File: src/rtl/uart_program_loader_pkg.sv
// Shared constants and state encodings for the UART program loader and its serial helpers.
package uart_program_loader_pkg;

    localparam logic [7:0] CMD_WR_BASE = 8'h80;
    localparam logic [7:0] CMD_HOLD    = 8'h48;
    localparam logic [7:0] CMD_RUN     = 8'h52;
    localparam logic [7:0] ACK         = 8'h06;
    localparam logic [7:0] NAK         = 8'h15;

    typedef enum logic [2:0] {
        RX_IDLE,
        RX_START,
        RX_DATA,
        RX_STOP,
        RX_WAIT_IDLE
    } rx_state_t;

    typedef enum logic {
        P_CMD,
        P_DATA
    } proto_state_t;

    typedef enum logic [1:0] {
        TX_IDLE,
        TX_START,
        TX_DATA,
        TX_STOP
    } tx_state_t;

    // Write commands occupy 0x80-0x8F: upper nibble matches the base.
    function automatic logic is_wr_cmd(input logic [7:0] b);
        return b[7:4] == CMD_WR_BASE[7:4];
    endfunction

endpackage

File: src/rtl/uart_rx.sv
// 8N1 UART receiver: 2-flop synchroniser, centre sampling, framing-error detection.
module uart_rx
    import uart_program_loader_pkg::*;
#(
    parameter int CLKS_PER_BIT = 868
) (
    input  logic       i_clk,
    input  logic       i_rst_n,
    input  logic       i_rx,
    output logic [7:0] o_byte,
    output logic       o_valid,
    output logic       o_ferr
);

    localparam int HALF = CLKS_PER_BIT / 2;
    localparam int CW   = $clog2(CLKS_PER_BIT + 1);

    logic            r_sync1, r_sync2;
    rx_state_t       r_state, w_state_n;
    logic [CW-1:0]   r_cnt, w_cnt_n;
    logic [2:0]      r_bit, w_bit_n;
    logic [7:0]      r_shift, w_shift_n;
    logic            r_valid, w_valid_n;
    logic            r_ferr, w_ferr_n;

    always_ff @(posedge i_clk) begin
        if (!i_rst_n) begin
            r_sync1 <= 1'b1;
            r_sync2 <= 1'b1;
            r_state <= RX_IDLE;
            r_cnt   <= '0;
            r_bit   <= '0;
            r_shift <= '0;
            r_valid <= 1'b0;
            r_ferr  <= 1'b0;
        end else begin
            r_sync1 <= i_rx;
            r_sync2 <= r_sync1;
            r_state <= w_state_n;
            r_cnt   <= w_cnt_n;
            r_bit   <= w_bit_n;
            r_shift <= w_shift_n;
            r_valid <= w_valid_n;
            r_ferr  <= w_ferr_n;
        end
    end

    always_comb begin
        w_state_n = r_state;
        w_cnt_n   = r_cnt;
        w_bit_n   = r_bit;
        w_shift_n = r_shift;
        w_valid_n = 1'b0;
        w_ferr_n  = 1'b0;
        case (r_state)
            RX_IDLE: begin
                if (!r_sync2) begin
                    w_state_n = RX_START;
                    w_cnt_n   = '0;
                end
            end
            RX_START: begin
                if (r_cnt == CW'(HALF - 1)) begin
                    w_cnt_n   = '0;
                    w_bit_n   = '0;
                    w_state_n = r_sync2 ? RX_IDLE : RX_DATA;
                end else begin
                    w_cnt_n = r_cnt + 1'b1;
                end
            end
            RX_DATA: begin
                if (r_cnt == CW'(CLKS_PER_BIT - 1)) begin
                    w_cnt_n   = '0;
                    w_shift_n = {r_sync2, r_shift[7:1]};
                    w_bit_n   = r_bit + 1'b1;
                    if (r_bit == 3'd7) begin
                        w_state_n = RX_STOP;
                    end
                end else begin
                    w_cnt_n = r_cnt + 1'b1;
                end
            end
            RX_STOP: begin
                if (r_cnt == CW'(CLKS_PER_BIT - 1)) begin
                    w_cnt_n = '0;
                    if (r_sync2) begin
                        w_valid_n = 1'b1;
                        w_state_n = RX_IDLE;
                    end else begin
                        w_ferr_n  = 1'b1;
                        w_state_n = RX_WAIT_IDLE;
                    end
                end else begin
                    w_cnt_n = r_cnt + 1'b1;
                end
            end
            RX_WAIT_IDLE: begin
                if (r_sync2) begin
                    w_state_n = RX_IDLE;
                end
            end
            default: w_state_n = RX_IDLE;
        endcase
    end

    assign o_byte  = r_shift;
    assign o_valid = r_valid;
    assign o_ferr  = r_ferr;

endmodule

File: src/rtl/uart_tx.sv
// 8N1 UART transmitter; start requests arriving while a byte is in flight are ignored.
// Only built when UART_LOADER_ECHO_EN is defined.
`ifdef UART_LOADER_ECHO_EN
module uart_tx
    import uart_program_loader_pkg::*;
#(
    parameter int CLKS_PER_BIT = 868
) (
    input  logic       i_clk,
    input  logic       i_rst_n,
    input  logic       i_start,
    input  logic [7:0] i_byte,
    output logic       o_tx
);

    localparam int CW = $clog2(CLKS_PER_BIT + 1);

    tx_state_t     r_state, w_state_n;
    logic [CW-1:0] r_cnt, w_cnt_n;
    logic [2:0]    r_bit, w_bit_n;
    logic [7:0]    r_shift, w_shift_n;
    logic          r_tx, w_tx_n;

    always_ff @(posedge i_clk) begin
        if (!i_rst_n) begin
            r_state <= TX_IDLE;
            r_cnt   <= '0;
            r_bit   <= '0;
            r_shift <= '0;
            r_tx    <= 1'b1;
        end else begin
            r_state <= w_state_n;
            r_cnt   <= w_cnt_n;
            r_bit   <= w_bit_n;
            r_shift <= w_shift_n;
            r_tx    <= w_tx_n;
        end
    end

    always_comb begin
        w_state_n = r_state;
        w_cnt_n   = r_cnt;
        w_bit_n   = r_bit;
        w_shift_n = r_shift;
        w_tx_n    = r_tx;
        case (r_state)
            TX_IDLE: begin
                w_tx_n = 1'b1;
                if (i_start) begin
                    w_shift_n = i_byte;
                    w_cnt_n   = '0;
                    w_tx_n    = 1'b0;
                    w_state_n = TX_START;
                end
            end
            TX_START: begin
                if (r_cnt == CW'(CLKS_PER_BIT - 1)) begin
                    w_cnt_n   = '0;
                    w_bit_n   = '0;
                    w_tx_n    = r_shift[0];
                    w_state_n = TX_DATA;
                end else begin
                    w_cnt_n = r_cnt + 1'b1;
                end
            end
            TX_DATA: begin
                if (r_cnt == CW'(CLKS_PER_BIT - 1)) begin
                    w_cnt_n = '0;
                    if (r_bit == 3'd7) begin
                        w_tx_n    = 1'b1;
                        w_state_n = TX_STOP;
                    end else begin
                        w_bit_n   = r_bit + 1'b1;
                        w_shift_n = r_shift >> 1;
                        w_tx_n    = r_shift[1];
                    end
                end else begin
                    w_cnt_n = r_cnt + 1'b1;
                end
            end
            TX_STOP: begin
                if (r_cnt == CW'(CLKS_PER_BIT - 1)) begin
                    w_cnt_n   = '0;
                    w_state_n = TX_IDLE;
                end else begin
                    w_cnt_n = r_cnt + 1'b1;
                end
            end
        endcase
    end

    assign o_tx = r_tx;

endmodule
`endif

File: src/rtl/uart_program_loader.sv
// Loads the program RAM from UART commands and holds the CPU while loading.
// Optional ACK/NAK echo on usb_tx when UART_LOADER_ECHO_EN is defined.
module uart_program_loader
    import uart_program_loader_pkg::*;
#(
    parameter int CLK_HZ       = 100_000_000,
    parameter int BAUD         = 115_200,
    parameter int ADDR_WIDTH   = 4,
    parameter int TIMEOUT_CLKS = 10 * (CLK_HZ / BAUD) * 4
) (
    input  logic                  clk,
    input  logic                  rst_n,
    input  logic                  usb_rx,
    output logic                  usb_tx,
    output logic                  prog_we,
    output logic [ADDR_WIDTH-1:0] prog_addr,
    output logic [7:0]            prog_data,
    output logic                  cpu_hold,
    output logic                  err
);

    localparam int CLKS_PER_BIT = CLK_HZ / BAUD;
    localparam int TW           = $clog2(TIMEOUT_CLKS + 1);

    logic [7:0]            w_rx_byte;
    logic                  w_rx_valid;
    logic                  w_rx_ferr;

    proto_state_t          r_state, w_state_n;
    logic [ADDR_WIDTH-1:0] r_addr, w_addr_n;
    logic [TW-1:0]         r_tmo, w_tmo_n;
    logic                  r_prog_we, w_prog_we_n;
    logic [ADDR_WIDTH-1:0] r_prog_addr, w_prog_addr_n;
    logic [7:0]            r_prog_data, w_prog_data_n;
    logic                  r_hold, w_hold_n;
    logic                  r_err, w_err_n;

    uart_rx #(
        .CLKS_PER_BIT(CLKS_PER_BIT)
    ) u_rx (
        .i_clk  (clk),
        .i_rst_n(rst_n),
        .i_rx   (usb_rx),
        .o_byte (w_rx_byte),
        .o_valid(w_rx_valid),
        .o_ferr (w_rx_ferr)
    );

    always_ff @(posedge clk) begin
        if (!rst_n) begin
            r_state     <= P_CMD;
            r_addr      <= '0;
            r_tmo       <= '0;
            r_prog_we   <= 1'b0;
            r_prog_addr <= '0;
            r_prog_data <= '0;
            r_hold      <= 1'b0;
            r_err       <= 1'b0;
        end else begin
            r_state     <= w_state_n;
            r_addr      <= w_addr_n;
            r_tmo       <= w_tmo_n;
            r_prog_we   <= w_prog_we_n;
            r_prog_addr <= w_prog_addr_n;
            r_prog_data <= w_prog_data_n;
            r_hold      <= w_hold_n;
            r_err       <= w_err_n;
        end
    end

    // Framing errors from the receiver share the single err pulse with protocol errors.
    always_comb begin
        w_state_n     = r_state;
        w_addr_n      = r_addr;
        w_tmo_n       = '0;
        w_prog_we_n   = 1'b0;
        w_prog_addr_n = r_prog_addr;
        w_prog_data_n = r_prog_data;
        w_hold_n      = r_hold;
        w_err_n       = w_rx_ferr;
        case (r_state)
            P_CMD: begin
                if (w_rx_valid) begin
                    if (is_wr_cmd(w_rx_byte)) begin
                        w_addr_n  = w_rx_byte[ADDR_WIDTH-1:0];
                        w_state_n = P_DATA;
                    end else if (w_rx_byte == CMD_HOLD) begin
                        w_hold_n = 1'b1;
                    end else if (w_rx_byte == CMD_RUN) begin
                        w_hold_n = 1'b0;
                    end else begin
                        w_err_n = 1'b1;
                    end
                end
            end
            P_DATA: begin
                if (w_rx_valid) begin
                    w_state_n = P_CMD;
                    if (r_hold) begin
                        w_prog_we_n   = 1'b1;
                        w_prog_addr_n = r_addr;
                        w_prog_data_n = w_rx_byte;
                    end else begin
                        w_err_n = 1'b1;
                    end
                end else if (r_tmo == TW'(TIMEOUT_CLKS - 1)) begin
                    w_err_n   = 1'b1;
                    w_state_n = P_CMD;
                end else begin
                    w_tmo_n = r_tmo + 1'b1;
                end
            end
            default: w_state_n = P_CMD;
        endcase
    end

    assign prog_we   = r_prog_we;
    assign prog_addr = r_prog_addr;
    assign prog_data = r_prog_data;
    assign cpu_hold  = r_hold;
    assign err       = r_err;

`ifdef UART_LOADER_ECHO_EN
    logic       r_cmd_ack;
    logic       w_tx_start;
    logic [7:0] w_tx_byte;

    always_ff @(posedge clk) begin
        if (!rst_n) begin
            r_cmd_ack <= 1'b0;
        end else begin
            r_cmd_ack <= w_rx_valid && (r_state == P_CMD) &&
                         ((w_rx_byte == CMD_HOLD) || (w_rx_byte == CMD_RUN));
        end
    end

    // Write, H/R and err events are mutually exclusive in any one cycle.
    assign w_tx_start = r_prog_we | r_cmd_ack | r_err;
    assign w_tx_byte  = r_err ? NAK : ACK;

    uart_tx #(
        .CLKS_PER_BIT(CLKS_PER_BIT)
    ) u_tx (
        .i_clk  (clk),
        .i_rst_n(rst_n),
        .i_start(w_tx_start),
        .i_byte (w_tx_byte),
        .o_tx   (usb_tx)
    );
`else
    assign usb_tx = 1'b1;
`endif

endmodule
File: config.mk
export PLATFORM = sky130hd
export DESIGN_NAME = uart_program_loader
export DESIGN_NICKNAME = d
export VERILOG_FILES = /design/src/rtl/uart_program_loader_pkg.sv /design/src/rtl/uart_rx.sv /design/src/rtl/uart_tx.sv /design/src/rtl/uart_program_loader.sv
export SDC_FILE = /design/constraint.sdc
export NUM_CORES = 1
export LEC_CHECK = 0
export CORE_MARGIN = 2
export CORE_UTILIZATION = 45
export DETAILED_ROUTE_END_ITERATION = 10
export SYNTH_ARGS = -nofsm -noshare
export SYNTH_HDL_FRONTEND = slang
export SYNTH_SLANG_ARGS = --single-unit
File: constraint.sdc
create_clock -name clk -period 2.7 [get_ports clk]
set_input_delay 0.54 -clock clk [delete_from_list [all_inputs] [get_ports clk]]
set_output_delay 0.54 -clock clk [all_outputs]
set_load 0.01 [all_outputs]
# After elaboration in Yosys (flattened, before gate mapping)
# Index checks and enable logic that the tools add are counted.
[op_classes]
add_sub_neg = 3
multipliers = 0
div = 0
n_lt_le_gt_ge = 0
n_eq_ne = 17
shift = 0
mux = 34
bitwise_logic = 3
reduce_logical = 15
[op_table]
columns = ["op", "n"]
rows = [
  ["2-to-1 mux 10 bit", 3],
  ["one-hot mux 10 bit (3 select lines)", 1],
  ["2-to-1 mux 3 bit", 9],
  ["adder 16 x 1 -> 16 bit, second input constant", 1],
  ["equality test 16 bit, second input constant", 1],
  ["equality test 8 x 7 -> 1 bit, second input constant", 2],
  ["2-to-1 mux 1 bit", 16],
  ["one-hot mux 3 bit (5 select lines)", 1],
  ["AND reduction 3 bit", 5],
  ["adder 10 x 1 -> 10 bit, second input constant", 1],
  ["equality test 10 bit, second input constant", 1],
  ["equality test 10 x 9 -> 1 bit, second input constant", 1],
  ["!= test 2 x 1 -> 1 bit, second input constant", 5],
  ["equality test 3 x 2 -> 1 bit, second input constant", 2],
  ["equality test 3 bit, second input constant", 2],
  ["one-hot mux 3 bit (2 select lines)", 1],
  ["AND reduction 6 bit", 1],
  ["equality test 4 bit, second input constant", 1],
  ["one-hot mux 1 bit (2 select lines)", 2],
  ["AND reduction 2 bit", 2],
  ["AND reduction 4 bit", 1],
  ["nonzero test 2 bit", 2],
  ["OR reduction 4 bit", 1],
  ["adder 3 x 1 -> 3 bit, second input constant", 1],
  ["7 further kinds", 9],
]
[word_totals]
regBits = 64
latch_bits = 0
ram_bits = 0
mem_bits_ro = 0
in_bits = 3
out_inout_bits = 16
wordCells = 88
n_memories = 0

# Depth between registers and ports, before layout
[logic_depth]
depth_word = 6
depth_mapped = 8
ltp_nobuf = 7

# Modules after synthesis
# Synthesis repeated with hierarchy kept, for this count alone.
[unflattened]
cells_unflattened = 326
area_unflattened_um2 = 2812.7
[modules_own_cells]
columns = ["module", "instances", "cells_per_inst", "area_per_inst_um2"]
rows = [
  ["uart_program_loader", 1, 176, 1491.4],
  ["uart_rx", 1, 150, 1321.3],
]

# Least setup slack after synthesis
# OpenSTA, ideal clock, no wires.
[synth_path]
path_kind = "register to register"
startpoint = "register u_rx.r_cnt[8]"
endpoint = "register u_rx.r_bit[0]"
arrival_time_ps = 1762
setup_slack_ps = 824
path_stages_with_launch = 6
path_buffers = 0
period_less_slack_ps = 1876
cell_sequence = "dfxtp_1 > or3b_4 > or4_4 > nor3_2 > and3b_1 > o21a_1"
[synth_between]
elab_chain_len = 3
word_cells_on_any_way = 5
cone_classes = "eq/ne: 4; reduce/logical: 1"
[synth_rtl]
columns = ["item", "line_no", "source"]
rows = [
  ["from (decl)", "uart_rx.sv:20", "logic [CW-1:0] r_cnt, w_cnt_n;"],
  ["from (signal assigned)", "uart_rx.sv:40", "r_cnt <= w_cnt_n;"],
  ["equality test 10 bit / equality test 10 x 9 -> 1 bit (equally long branches)", "uart_rx.sv:72, uart_rx.sv:63", ""],
  ["!= test 2 x 1 -> 1 bit (no source line)", "-", ""],
  ["AND reduction 3 bit (no source line) (*)", "-", ""],
  ["to (signal assigned)", "uart_rx.sv:41", "r_bit <= w_bit_n;"],
  ["to (decl)", "uart_rx.sv:21", "logic [2:0] r_bit, w_bit_n;"],
]
# Every way passes the cells marked *; elsewhere a longest branch is shown, timed or not.
# A chain may end at the register's enable or synchronous reset.

# Worst setup path after layout
# Same ends and word-level chain as after synthesis.

==> results.cfg <==
[setup_path]
worst-path-max-fanout = 11
worstSetupStartpointType = flop
critPathKind = flop to flop
critPathArrivalTime_ns = 2.36
worstSetupEndpointType = flop
cp.required_ns = 2.93

[synthesis]
synth-compound-area-share = 0.123
ys_ff_latch = 64
synth_top_family_by_area = simple AND/OR/NAND/NOR gates
synth_xor_area_frac = 0.0503
synthAdderAreaFrac = 0.0225
avgSynthCellArea_sq_um = 8.05
yosysSeqAreaShare = 0.460
async_flop_share = 0
synthesis.nets = 354
synth_area_sq_mm = 0.00279
synthCells = 346
synth_edf_count = 0
synthMuxAreaShare = 0.0108
ys.flop_type = dfxtp_1
ys_types = 43
synth-simple-area-share = 0.294
yosys_warnings = 0

[global_route]
grt_max_degree = 34
grt_pass1_vias = 2052
grtUsageTotal = 0.181
grt_pass1_wl_mm = 9.18
antenna_found_initial = 0
grt_overflow = 0

[sta]
setup-violations-final = 0
finalHoldViolCount = 0
fin_skew_ns = 0.00866
fin_tns_setup_ns = 0
max_freq_mhz = 469
worst_slew_pin_slew_ns = 0.786
final_max_slew_viol_count = 0
slew_headroom = 0.472
period_needed_ns = 2.13
fin_hold_ws_ns = 0.416
rsz0062_at_grt = no
period_share = 0.789

[power_and_ir_drop]
power_density_mw_per_mm2 = 601
max-vdd-ir-drop_v = 0.000299
p_leak_nw = 1.04

[floorplanning]
floorplan.initialDensity = 0.468
io_pins = 19
die_height_um = 82.7
die_w_um = 82.7
dieArea_sq_mm = 0.00684
row_count = 28
coreArea_sq_mm = 0.00596

[clock_network]
hold_buffers = 0
cts_setup_buffers = 0
cts-root-buf = clkbuf_8
htreeDepth = 3
cts_tree = yes
cts_num_sinks = 64
clock_path_buffers = 2
clk_latency_ns = 0.34
clk_pin_slew_ns = 0.06
cts_buffers = 9
cts_resized = 0

[placed_design]
routabilityCongestion = 0.768
hpwl_mm = 3.79
io_buffers = 17

[run_status]
status = complete, no violations

[detailed_routing]
drt_iter0_markers = 97
detail_route.wirelength_mm = 5.40
wire_per_inst_um = 12.3
drtPass1Iterations = 4
via_per_inst = 5.24
routed-via-count = 2296
drcViolationCount = 0
ant_nets = 0

[job]
max_cap_violations = 0

[cells_and_area]
antennaDiodeCount = 0
syn2layout_area_growth_pct = 15.4
drive_above_1_share = 0.0606
finalNetCount = 367

[hold_path]
hp-class = flop to flop
## Yosys cell counts, types with 2 or more instances
master,n,area (sq um)
or3_1,2,12.5
a31oi_1,6,37.5
nand2_1,71,267
o21a_1,4,30.0
mux2i_1,3,30.0
and3_1,4,25.0
xnor2_1,7,61.3
nor3_1,8,40.0
inv_1,7,26.3
nand3b_1,3,22.5
buf_4,2,15.0
nor2b_1,3,18.8
nor2_1,31,116
nand4b_1,2,17.5
o21ai_0,10,50.1
o21ai_1,2,10.0
nand4_1,4,25.0
xor2_1,9,78.8
clkbuf_1,16,60.1
dfxtp_1,64,1280
nor4_1,3,18.8
a21oi_1,33,165
ha_1,5,62.6
nand2b_1,7,43.8
nor4b_1,3,26.3
nand3_1,20,100
## logic make-up (layout without fill, tap and decap cells)
| group | after synthesis | in the layout |
|---|---|---|
| AO/OA/AOI/OAI | 61 | 61 |
| XOR/XNOR | 16 | 16 |
| adder cells (fa/ha/maj) | 5 | 5 |
| buffers and inverters | 26 | 43 |
| flip-flops | 64 | 64 |
| multiplexers | 3 | 3 |
| other | 1 | 1 |
| AND/OR/NAND/NOR | 170 | 170 |
## placed cells by master, fill, tap and decap left out, types with 4 or more instances in the layout
master	n
a21oi_1	33
a31oi_1	6
and3_1	4
clkbuf_8	9
clkdlybuf4s50_1	17
dfxtp_1	64
ha_1	5
inv_1	7
nand2_1	71
nand2b_1	7
nand3_1	20
nand4_1	4
nor2_1	31
nor3_1	8
o21a_1	4
o21ai_0	10
xnor2_1	7
xor2_1	9
## worst paths after layout
path	start	end	slack (ns)	cells after the start
worst min register to register	u_rx.r_sync1$_SDFF_PN1_	u_rx.r_sync2$_SDFF_PN1_	0.42	1
worst max-delay path	u_rx.r_cnt[8]$_SDFFE_PN0P_	u_rx.r_bit[0]$_SDFFE_PN0P_	0.57	6
worst max register to register	u_rx.r_cnt[8]$_SDFFE_PN0P_	u_rx.r_bit[0]$_SDFFE_PN0P_	0.57	6
worst min-delay path	u_rx.r_sync1$_SDFF_PN1_	u_rx.r_sync2$_SDFF_PN1_	0.42	1
## flip-flops by register name, indices dropped and copies added (netlist names)
signal        flops
u_rx.r_cnt       10
r_addr            4
prog_data         8
u_rx.o_ferr       1
u_rx.r_bit        3
u_rx.o_valid      1
prog_we           1
prog_addr         4
u_rx.r_sync2      1
u_rx.r_state      3
err               1
u_rx.o_byte       8
u_rx.r_sync1      1
cpu_hold          1
r_tmo            16
r_state           1
## per-stage QoR
step | util | power (W) | setup WS (ns) | instances | area, sq um
floorplan | - | 0.00107 | 0.824 | 346 | 2790
global placement | 0.506 | 0.00109 | 0.620 | 423 | 3010
detailed placement | 0.506 | 0.00109 | 0.582 | 423 | 3010
CTS | 0.540 | 0.00196 | 0.568 | 438 | 3220
global route | 0.540 | 0.00201 | 0.445 | 438 | 3220
finish | 0.540 | 0.00193 | 0.569 | 438 | 3220
## metal layers
layer | up-vias | wire [um] | share of wire | track usage
met5 | - | 0 | 0 | 0
met4 | 0 | 110 | 0.020 | 0.0984
met3 | 8 | 215 | 0.040 | 0.0500
met2 | 37 | 2410 | 0.45 | 0.274
met1 | 1048 | 2670 | 0.49 | 0.231
li1 | 1203 | - | - | -
## where the power goes
group | switching (W) | leakage (nW) | total, W | internal [W]
sequential | 0.0000170 | 0.516 | 0.000972 | 0.000955
clock | 0.000352 | 0.103 | 0.000864 | 0.000512
combinational | 0.0000618 | 0.425 | 0.0000968 | 0.0000350
## worst max-delay path, cell delays in order, from the launching register on
cell	delay, ns
dfxtp_1	0.41
or3b_4	0.43
or4_4	0.53
nor3_2	0.11
buf_4	0.19
and3b_1	0.19
o21a_1	0.17
## layout make-up
type,count,area [sq um]
sequential,64,1280
tap,75,93.8
clock buffer,11,131
timing repair buffer,21,213
multi-input combinational,256,1400
inverter,7,26.3
clock inverter,4,70.1
fill,592,2740
Note: power is estimated with default switching activity, not from simulation.
